`config.mk`:
```
export PLATFORM = sky130hd
export DESIGN_NAME = regfile_scoreboard
export DESIGN_NICKNAME = d
export VERILOG_FILES = /design/src/rtl/regfile_scoreboard.sv
export SDC_FILE = /design/constraint.sdc
export NUM_CORES = 2
export LEC_CHECK = 0
export ABC_AREA = 0
export CORE_AREA = 2 2 333 335
export CTS_BUF_LIST = sky130_fd_sc_hd__clkbuf_4 sky130_fd_sc_hd__clkbuf_8 sky130_fd_sc_hd__clkbuf_16
export DETAILED_ROUTE_END_ITERATION = 10
export DIE_AREA = 0 0 335 337
export GPL_TIMING_DRIVEN = 1
export HOLD_SLACK_MARGIN = 0.08
export PLACE_DENSITY = 0.77
export SYNTH_ARGS = -nofsm -noshare
export SYNTH_HDL_FRONTEND = slang
export SYNTH_SLANG_ARGS = --single-unit
export TNS_END_PERCENT = 50
```
`constraint.sdc`:
```
create_clock -name clk -period 4.2 [get_ports clk]
set_clock_uncertainty 0.15 [all_clocks]
set_input_delay 0.63 -clock clk [delete_from_list [all_inputs] [get_ports clk]]
set_output_delay 0.63 -clock clk [all_outputs]
set_load 0.01 [all_outputs]
```
`src/rtl/regfile_scoreboard.sv`:
```
// Two-write-port register file with write-back bypass and a per-register pending-write
// scoreboard. A clear sequencer zeroes the array one entry per cycle after reset or clear_req.
module regfile_scoreboard #(
  parameter int unsigned XLEN     = 32,
  parameter int unsigned AW       = 5,
  parameter bit          ZERO_REG = 1'b1
) (
  input  logic            clk,
  input  logic            rst_n,
  input  logic            clear_req,
  output logic            ready,
  input  logic [AW-1:0]   A1,
  input  logic [AW-1:0]   A2,
  output logic [XLEN-1:0] RD1,
  output logic [XLEN-1:0] RD2,
  output logic            busy1,
  output logic            busy2,
  input  logic            WE_A,
  input  logic [AW-1:0]   A3,
  input  logic [XLEN-1:0] WD3,
  input  logic            WE_B,
  input  logic [AW-1:0]   A4,
  input  logic [XLEN-1:0] WD4,
  input  logic            set_busy,
  input  logic [AW-1:0]   busy_addr
);

  localparam int unsigned NREGS = 1 << AW;

  typedef enum logic [0:0] {StInit, StRun} state_e;

  state_e            state_q, state_d;
  logic [AW-1:0]     cnt_q, cnt_d;
  logic [NREGS-1:0]  busy_q, busy_d;
  logic [XLEN-1:0]   mem_q [NREGS];

  logic run;
  logic we_a_eff;
  logic we_b_eff;
  logic set_eff;

  assign run   = (state_q == StRun);
  assign ready = run;

  // Writes to a hardwired-zero entry are dropped entirely, including from the bypass path.
  assign we_a_eff = run && WE_A && !(ZERO_REG && (A3 == '0));
  assign we_b_eff = run && WE_B && !(ZERO_REG && (A4 == '0));
  assign set_eff  = run && set_busy && !(ZERO_REG && (busy_addr == '0));

  always_comb begin
    state_d = state_q;
    cnt_d   = cnt_q;
    unique case (state_q)
      StInit: begin
        if (clear_req) begin
          cnt_d = '0;
        end else begin
          cnt_d = cnt_q + 1'b1;
          if (cnt_q == {AW{1'b1}}) begin
            state_d = StRun;
          end
        end
      end
      StRun: begin
        if (clear_req) begin
          state_d = StInit;
          cnt_d   = '0;
        end
      end
      default: begin
        state_d = StInit;
        cnt_d   = '0;
      end
    endcase
  end

  // Set beats clear on the same address: the new producer owns the register.
  always_comb begin
    busy_d = busy_q;
    if (!run || clear_req) begin
      busy_d = '0;
    end else begin
      if (we_b_eff) begin
        busy_d[A4] = 1'b0;
      end
      if (set_eff) begin
        busy_d[busy_addr] = 1'b1;
      end
    end
  end

  always_ff @(posedge clk or negedge rst_n) begin
    if (!rst_n) begin
      state_q <= StInit;
      cnt_q   <= '0;
      busy_q  <= '0;
    end else begin
      state_q <= state_d;
      cnt_q   <= cnt_d;
      busy_q  <= busy_d;
    end
  end

  // Array has no reset; the sequencer zeroes it. Port B is applied last so it wins.
  always_ff @(posedge clk) begin
    if (!run) begin
      mem_q[cnt_q] <= '0;
    end else begin
      if (we_a_eff) begin
        mem_q[A3] <= WD3;
      end
      if (we_b_eff) begin
        mem_q[A4] <= WD4;
      end
    end
  end

  function automatic logic [XLEN-1:0] read_port(input logic [AW-1:0]   addr,
                                                input logic [XLEN-1:0] stored);
    logic [XLEN-1:0] data;
    if (!run || (ZERO_REG && (addr == '0))) begin
      data = '0;
    end else if (we_b_eff && (A4 == addr)) begin
      data = WD4;
    end else if (we_a_eff && (A3 == addr)) begin
      data = WD3;
    end else begin
      data = stored;
    end
    return data;
  endfunction

  assign RD1 = read_port(A1, mem_q[A1]);
  assign RD2 = read_port(A2, mem_q[A2]);

  // A same-cycle port-B write-back satisfies the waiting consumer.
  assign busy1 = run && busy_q[A1] && !(we_b_eff && (A4 == A1));
  assign busy2 = run && busy_q[A2] && !(we_b_eff && (A4 == A2));

endmodule

```
==> impl_metrics.toml <==
[worst_hold_path]
hold_depth = 2
worstHoldPathType = "flop to flop"
whs_endpoint = "busy_q[0]"
hp-start = "busy_q[0]"

[floorplanning]
rows = 122
start_util_pct = 56.5
core_area_um2 = 110000
die_area_um2 = 113000
io_pins = 162
die_h_um = 337
chipWidth_um = 335

[worst_setup_path]
r2r_slack_ns = 0.81
worstPathMaxFanout = 9
critPathCaptureType = "primary output"
cp.arrival_ns = 3.50
critPathRequiredTime_ns = 3.42
r2r_cells = 9
r2r-end = "mem_q[15][5]"
r2r-start = "ready"
setup.worst_path.class = "input pin to primary output"
cp-start-kind = "input pin"

[detailed_routing]
routedWlPerCell_um = 32.4
first_pass_iters = 10
ant_nets = 0
finalWirelength_mm = 235
vias = 52600
drc = 0
drt_iter0_drc = 9077
viasPerCell = 7.25

[yosys]
yosys_warnings = 0
seq_area_frac_synth_pct = 51.2
synthArstFlopShare_pct = 3.58
yosys_most_used_dff = "edfxtp_1"
synth-edff-count = 1024
syn_area_per_cell_um2 = 10.8
syn-cell-area_um2 = 61900
ys_ff_latch = 1062
synth_top_area_cell = "edfxtp_1"
syn-num-nets = 5849
synth.area.top_cells = "edfxtp_1, mux4_2, o21ai_0"
synthCells = 5752
synth_cell_type_count = 53
synth.top_cell.area_share_pct = 49.7

[timing]
slew_violations = 0
finalWorstSetupSlack_ns = -0.0804
fin_crit_sh_pct = 102
hold_viol = 0
maxSlewHeadroom_pct = 30.4
hold-worst-slack_ns = 0.375
period_needed_ns = 4.28
finalSetupViolCount = 2
fmaxAchievable_ghz = 0.234
finalSetupTns_ns = -0.116
worst_slew_pin_slew_ns = 1.04
rsz0062_at_grt = "no"

[placement]
port_buffers = 161
gp_congestion = 0.965
pre_cts_ws_ns = -0.204
dpl.hpwl_mm = 141
dpl_cell_area_um2 = 67400

[global_routing]
antenna_found_initial = 9
grt_usage_pct = 41.3
grt_pass1_wl_mm = 337
grt_start_max_net_pins = 65
grt_remaining_overflow = 0
grt_pass1_vias = 51600

[power_and_ir_drop]
ir_worst_vdd_uv = 360
power.leakage_uw = 0.0239
p_per_area_nw_per_um2 = 332

[cts]
cts_tree = "yes"
cts_buffers = 109
insertion_delay_ns = 0.72
cts_buffer_depth = 3
clkSinkCount = 1062
cts.clk_slew.worst_paths_ns = 0.06
cts_root_buf = "clkbuf_16"
htree_levels = 3

[run]
drv_cap = 0

[outcome]
violations = "setup timing"
status = "finished, violations left"

[final_layout]
nets = 5828
final_cell_mix = "nand2_1, edfxtp_1, o21ai_0"
final_common_cell = "nand2_1"
areaGrowthSynthToFinish_pct = 14.9
drive_above_1_share_pct = 16.2
design_area_um2 = 71100
==> flip-flops by register name (all words and copies together), names as in the netlist <==
signal  flops
mem_q    1024
busy_q     32
ready       1
cnt_q       5
==> final cells by class <==
class	instances	area, um2
multi-input cells	3970	27800
flip-flops and latches	1062	31700
inverters	40	150
fillers	7925	38500
clock inverters	68	482
repair buffers	548	6200
well taps	1426	1780
diodes	4	10.0
clock buffers	134	2950
==> cell usage after synthesis, types with 2 or more instances <==
| master | number |
|---|---|
| and3_1 | 10 |
| a31oi_1 | 3 |
| nor4_1 | 3 |
| ha_1 | 2 |
| mux4_2 | 280 |
| o2bb2ai_1 | 2 |
| clkbuf_1 | 416 |
| inv_1 | 39 |
| buf_2 | 203 |
| o41ai_1 | 2 |
| mux2_2 | 6 |
| nand4_1 | 66 |
| xor2_1 | 18 |
| nor2_2 | 9 |
| nand3b_1 | 5 |
| a21oi_1 | 97 |
| o21ai_0 | 1027 |
| or2_2 | 2 |
| edfxtp_1 | 1024 |
| a22oi_1 | 404 |
| dfrtp_1 | 38 |
| buf_1 | 11 |
| nand2_1 | 1206 |
| nor3_1 | 7 |
| and2_1 | 5 |
| nor3b_1 | 8 |
| nand3_1 | 135 |
| nand2b_1 | 10 |
| buf_6 | 8 |
| mux2i_1 | 507 |
| nor2b_1 | 12 |
| buf_4 | 14 |
| and3b_1 | 2 |
| clkbuf_2 | 28 |
| xnor2_1 | 5 |
| nor2_1 | 119 |
| a32oi_1 | 3 |
==> through the flow <==
step                      instances  utilization [%]  power (uW)
final                          7252             64.9       23600
after CTS                      7245             64.8       23400
after detailed placement       7035             61.5       14100
after global routing           7248             64.9       23900
after global placement         7035             61.5       14100
after floorplan                5752                -       13100
==> layer usage <==
layer  wire length (um)  global-route usage [%]  share of wire (%)  vias up
met5                229                   0.809              0.097        -
met4              22200                    32.0                9.4       16
met3              38400                    14.1                 16     1415
met2             101000                    61.2                 43     5036
met1              73300                    49.7                 31    24700
li1                   -                       -                  -    21400
==> report_power, final <==
group / leakage (uW) / internal, uW / switching (uW) / total [uW]
Combinational: 0.0129 / 903 / 1470 / 2370
Sequential: 0.00931 / 11600 / 58.2 / 11600
Clock: 0.00172 / 5230 / 4330 / 9560
Total: 0.0239 / 17700 / 5860 / 23600
==> cell families after synthesis <==
logic type,Yosys count,share of synthesized area (%)
DFF,1062,51.2
AOI/OAI and AO/OA,1548,14.3
adders and majority gates,2,0.0404
and+or+nand+nor,1604,10.6
buffers and inverters,720,5.02
muxes,793,18.5
xor gates and xnor gates,23,0.326
==> how the worst max path moves through the flow <==
stage          start  depth (start not counted)  slack, ns     endpoint
5_1_grt        A1[4]                         10       0.01      RD1[19]
3_3_place_gp   A2[4]                         10      -0.14       RD2[8]
6_report       A1[4]                         10      -0.08      RD1[29]
3_5_place_dp   A2[4]                         10      -0.20       RD2[8]
4_1_cts        A1[3]                         10       0.02       RD1[1]
2_1_floorplan  A3[0]                          7      -0.39  mem_q[1][0]
==> worst max-delay path: stages <==
cell	delay (ns)
clkdlybuf4s50_1	0.50
buf_4	0.22
nor3b_2	0.18
buf_12	0.16
buf_4	0.17
a22oi_1	0.23
nand4_1	0.28
a22oi_1	0.45
a21oi_1	0.14
clkdlybuf4s50_1	0.51
==> repair_timing <==
item | CTS | global route
endpoints found under the hold margin | 38 | 0
gates cloned | 2 | 0
setup buffers | 5 | 3
setup endpoints to repair | 20 | 20
hold buffers | 1 | 0
gates resized for setup | 4 | 7
pin swaps | 3 | 3
(Power assumes the default switching activity.)
